### src/rtl/board_row_streamer.sv
// Streams an atomic snapshot of the game board off-chip, one row per handshake.
// A stalled consumer aborts the frame after ACK_TIMEOUT cycles.
module board_row_streamer #(
  parameter int unsigned ROWS        = 16,
  parameter int unsigned COLS        = 8,
  parameter int unsigned ACK_TIMEOUT = 255,
  localparam int unsigned IW         = $clog2(ROWS)
) (
  input  logic                 clock,
  input  logic                 reset,
  input  logic [ROWS*COLS-1:0] game_state,
  input  logic                 frame_req,
  input  logic                 row_ack,
  output logic [COLS-1:0]      row_data,
  output logic [IW-1:0]        row_idx,
  output logic                 row_valid,
  output logic                 busy,
  output logic                 frame_done,
  output logic [7:0]           frame_count,
  output logic                 overrun,
  output logic                 timeout_err
);

  typedef enum logic [1:0] {
    S_IDLE = 2'd0,
    S_SEND = 2'd1,
    S_DONE = 2'd2
  } state_t;

  state_t                 r_state;
  logic [ROWS*COLS-1:0]   r_snap;
  logic [IW-1:0]          r_idx;
  logic [7:0]             r_to_cnt;
  logic                   r_valid;
  logic                   r_busy;
  logic                   r_frame_done;
  logic [7:0]             r_frame_count;
  logic                   r_overrun;
  logic                   r_timeout_err;

  always_ff @(posedge clock or posedge reset) begin
    if (reset) begin
      r_state       <= S_IDLE;
      r_snap        <= '0;
      r_idx         <= '0;
      r_to_cnt      <= '0;
      r_valid       <= 1'b0;
      r_busy        <= 1'b0;
      r_frame_done  <= 1'b0;
      r_frame_count <= '0;
      r_overrun     <= 1'b0;
      r_timeout_err <= 1'b0;
    end else begin
      r_frame_done <= 1'b0;
      case (r_state)
        S_IDLE: begin
          if (frame_req) begin
            r_snap   <= game_state;
            r_idx    <= '0;
            r_to_cnt <= '0;
            r_valid  <= 1'b1;
            r_busy   <= 1'b1;
            r_state  <= S_SEND;
          end
        end
        S_SEND: begin
          if (frame_req) r_overrun <= 1'b1;
          if (row_ack) begin
            r_to_cnt <= '0;
            if (r_idx == IW'(ROWS - 1)) begin
              r_idx         <= '0;
              r_valid       <= 1'b0;
              r_frame_done  <= 1'b1;
              r_frame_count <= r_frame_count + 8'd1;
              r_state       <= S_DONE;
            end else begin
              r_idx <= r_idx + IW'(1);
            end
          end else if (r_to_cnt == 8'(ACK_TIMEOUT - 1)) begin
            // abandoned frame: no frame_done, frame_count untouched
            r_to_cnt      <= '0;
            r_idx         <= '0;
            r_valid       <= 1'b0;
            r_busy        <= 1'b0;
            r_timeout_err <= 1'b1;
            r_state       <= S_IDLE;
          end else begin
            r_to_cnt <= r_to_cnt + 8'd1;
          end
        end
        S_DONE: begin
          if (frame_req) r_overrun <= 1'b1;
          r_busy  <= 1'b0;
          r_state <= S_IDLE;
        end
        default: begin
          r_valid <= 1'b0;
          r_busy  <= 1'b0;
          r_state <= S_IDLE;
        end
      endcase
    end
  end

  assign row_data    = r_snap[COLS*r_idx +: COLS];
  assign row_idx     = r_idx;
  assign row_valid   = r_valid;
  assign busy        = r_busy;
  assign frame_done  = r_frame_done;
  assign frame_count = r_frame_count;
  assign overrun     = r_overrun;
  assign timeout_err = r_timeout_err;

endmodule

### config.mk
export PLATFORM = sky130hd
export DESIGN_NAME = board_row_streamer
export DESIGN_NICKNAME = d
export VERILOG_FILES = /design/src/rtl/board_row_streamer.sv
export SDC_FILE = /design/constraint.sdc
export NUM_CORES = 1
export LEC_CHECK = 0
export CAP_MARGIN = 40
export CORE_ASPECT_RATIO = 1.25
export CORE_MARGIN = 2
export CORE_UTILIZATION = 47
export CTS_CLUSTER_DIAMETER = 50
export DETAILED_ROUTE_END_ITERATION = 12
export GPL_ROUTABILITY_DRIVEN = 0
export HOLD_SLACK_MARGIN = 0.12
export PLACE_DENSITY = 0.78
export SETUP_SLACK_MARGIN = 0.05
export SLEW_MARGIN = 10
export SYNTH_ARGS = -nofsm -noshare
export SYNTH_HDL_FRONTEND = slang
export SYNTH_SLANG_ARGS = --single-unit
### constraint.sdc
create_clock -name clock -period 9.5 [get_ports clock]
set_input_delay 1.9 -clock clock [delete_from_list [all_inputs] [get_ports clock]]
set_output_delay 1.9 -clock clock [all_outputs]
set_load 0.005 [all_outputs]
==> metrics.md <==
| Metric | Value |
|---|---|
| Vias/cell | 5.51 |
| Average size of a mapped cell | 14.6 um2 |
| Max-slew headroom | 0.403 |
| Initial antenna violation count | 1 |
| Hold Path Sink | overrun |
| Area of the core | about 15000 um2 |
| Register bit total from synthesis | 155 |
| Clock transition at path regs | ~0.070 ns |
| R2r startpoint | r_state[0] |
| DR iter-0 viols | 221 |
| Vias | 4602 |
| Hold Path Origin | overrun |
| Pre-CTS WS | around 5.1 ns |
| Die H | 141 um |
| Slew Limit Fails | 0 |
| Layout Cells excl Fill | 835 |
| Final setup margin | 4.71 ns |
| Reg-to-Reg End | r_snap[66] |
| Status | completed |
| # DRC | 0 |
| Post-CTS Resized | 0 |
| R2r setup slk | 6.91 ns |
| Syn Nets | roughly 630 |
| CTS tree | done |
| Clock sink total | 155 |
| Worst slew pin tran | 0.871 ns |
| Post-synthesis sequential area ratio | 0.547 |
| Pleak | 3.87 nW |
| Initial Utilization | 0.476 |
| Worst Setup End Kind | output pin |
| Gr usage total | 0.211 |
| Die X | 114 um |
| Routed Antenna Nets | 0 |
| Num CTS Buffers | 17 |
| Unrepaired setup endpoints after global routing | false |
| Hold Fails Final Rpt | 0 |
| Cell area after technology mapping | 7090 um2 |
| Inst Count DP | 802 |
| Type of the worst min-delay path | reg2reg |
| Crit path required time | 7.60 ns |
| Syn Inst Count | a little under 500 |
| Min Hold Slack | roughly 0.47 ns |
| Die ar. | 16100 um2 |
| Setup TNS | 0 ns |
| Crit start category | flip-flop |
| First-pass GRT wire length | 25700 um |
| Max-cap violations | 0 |
| WP data arrival | 2.89 ns |
| WHS Path Cells | 1 |
| Critical setup path kind | reg2out |
| Layout cells sized above 1 | 0.311 |
| Netlist cell types | 39 |
| DRT Pass-1 Iters | 4 |
| Root buf cell | clkbuf_16 |
| Routed WL | between 15000 and 20000 um |
| # rows | 50 |
| Diode count | 0 |
| Vias in the first global route | about 4800 |
| Critical path fanouts, max | 20 |
| Port Buffer Count | 156 |
| Max VDD drop | about 0.16 mV |
| Pwr/cell area | 296 nW/um2 |
| Gr ovfl total | 0 |
| Area Growth Syn to Fin | 33.1% |
| Max Buffers Root-to-Sink | 2 |
| # nets final | 779 |
| Fin Clk Skew | 0.00612 ns |
| Max frequency | approximately 210 MHz |
| Depth of the CTS H-tree | 4 |
| Fin crit share | 0.505 |
| Post-DR wirelength/cell | 19.7 um |
| Setup bufs post-CTS | 0 |
| # hold bufs at CTS | 0 |
| Largest net degree at the start of global routing | 87 |
| HPWL Detailed | 12000 um |
| Final min period | 4.79 ns |
| I/O pin total | 157 |
| Synth Warn # | 0 |
| Finish-stage setup viols | 0 |
| Skew-Pair Late Insertion Delay | ~0.42 ns |
| FF-to-FF path depth | 6 |
==> cell usage after synthesis, drive strengths merged <==
master | n | share of area
and3 | 2 | 0.0018
o31ai | 4 | 0.0042
a41oi | 2 | 0.0025
nor2 | 15 | 0.0083
a31oi | 3 | 0.0026
ha | 7 | 0.012
a21o | 7 | 0.0074
xnor2 | 9 | 0.011
a22oi | 3 | 0.0032
nand2b | 1 | 0.00088
o22ai | 5 | 0.0044
dfrtp | 155 | 0.55
nor3 | 3 | 0.0028
nand2 | 10 | 0.0053
a21oi | 9 | 0.0064
xor2 | 4 | 0.0049
inv | 9 | 0.0048
nand3 | 10 | 0.0078
buf | 24 | 0.022
nand4 | 8 | 0.0071
o21ai | 7 | 0.0049
o21a | 1 | 0.0011
mux2i | 10 | 0.014
nor2b | 3 | 0.0026
and2 | 2 | 0.0018
a22o | 6 | 0.0074
a211oi | 2 | 0.0021
o41ai | 1 | 0.0012
nor4 | 1 | 0.00088
mux2 | 135 | 0.21
clkbuf | 3 | 0.0016
mux4 | 25 | 0.081
==> cell families after synthesis <==
kind of cell | Yosys count | share of synthesized area
buffers and inverters | 36 | 0.0284
AOI/OAI and AO/OA | 50 | 0.0475
and+or+nand+nor | 55 | 0.0392
muxes | 170 | 0.309
adders and majority gates | 7 | 0.0124
DFF | 155 | 0.547
xor gates and xnor gates | 13 | 0.0161
==> how the worst max path moves through the flow <==
| stage | cells after the start | from | slack, ns | to |
|---|---|---|---|---|
| 2_1_floorplan | 1 | reset | 3.42 | busy |
| 3_3_place_gp | 5 | row_idx[2] | 4.94 | row_data[4] |
| 3_5_place_dp | 5 | frame_req | 5.05 | r_snap[66] |
| 4_1_cts | 5 | row_idx[0] | 4.65 | row_data[7] |
| 5_1_grt | 5 | row_idx[0] | 4.54 | row_data[7] |
| 6_report | 5 | row_idx[0] | 4.71 | row_data[7] |
==> final cells by class <==
cell class | count | area [um2]
Fill cell | 1131 | 5450
Sequential cell | 155 | 3880
Multi-Input combinational cell | 295 | 3010
Timing Repair Buffer | 162 | 1670
Clock buffer | 17 | 425
Tap cell | 182 | 228
Clock inverter | 15 | 176
Inverter | 9 | 38.8
==> worst max-delay path, cell delays in order, from the launching register on <==
cell and delay, ns:
dfrtp_1 0.86, mux4_2 0.59, and2_1 0.17, a211oi_1 0.23
a21oi_1 0.09, clkdlybuf4s50_1 0.53
==> power breakdown <==
part / internal, W / switching, W / total, W
combinational: 0.000597 / 0.000383 / 0.000980
sequential: 0.000952 / 0.000173 / 0.00113
clock: 0.000397 / 0.000292 / 0.000690
total: 0.00195 / 0.000849 / 0.00279
==> per-stage QoR <==
stage                util  cell area [um2]  power [W]
floorplan               -             7090    0.00177
global placement    0.587             8740    0.00205
detailed placement  0.591             8810    0.00212
CTS                 0.632             9410    0.00282
global route        0.634             9440    0.00295
finish              0.634             9440    0.00279
==> layer usage <==
metal	share of wire	global-route usage
met1	0.41	0.272
met2	0.50	0.343
met3	0.067	0.0683
met4	0.022	0.0661
met5	0.00079	0
==> cell usage in the layout (no fill, tap or decap), types with 9 or more instances in the layout <==
cell,netlist,final
dfrtp_1,155,153
mux2_2,135,135
xnor2_1,9,9
nand3_1,9,9
mux4_2,23,23
mux2i_1,10,10
clkdlybuf4s50_1,0,156
a21oi_1,9,9
clkbuf_16,0,17
nor2_1,14,14
nand2_1,10,9
==> flip-flops by register name, indices dropped and copies added (netlist names) <==
name	flops
frame_done	1
frame_count	8
row_idx	4
busy	1
r_to_cnt	8
timeout_err	1
row_valid	1
overrun	1
r_state	2
r_snap	128
(Power assumes the default switching activity.)
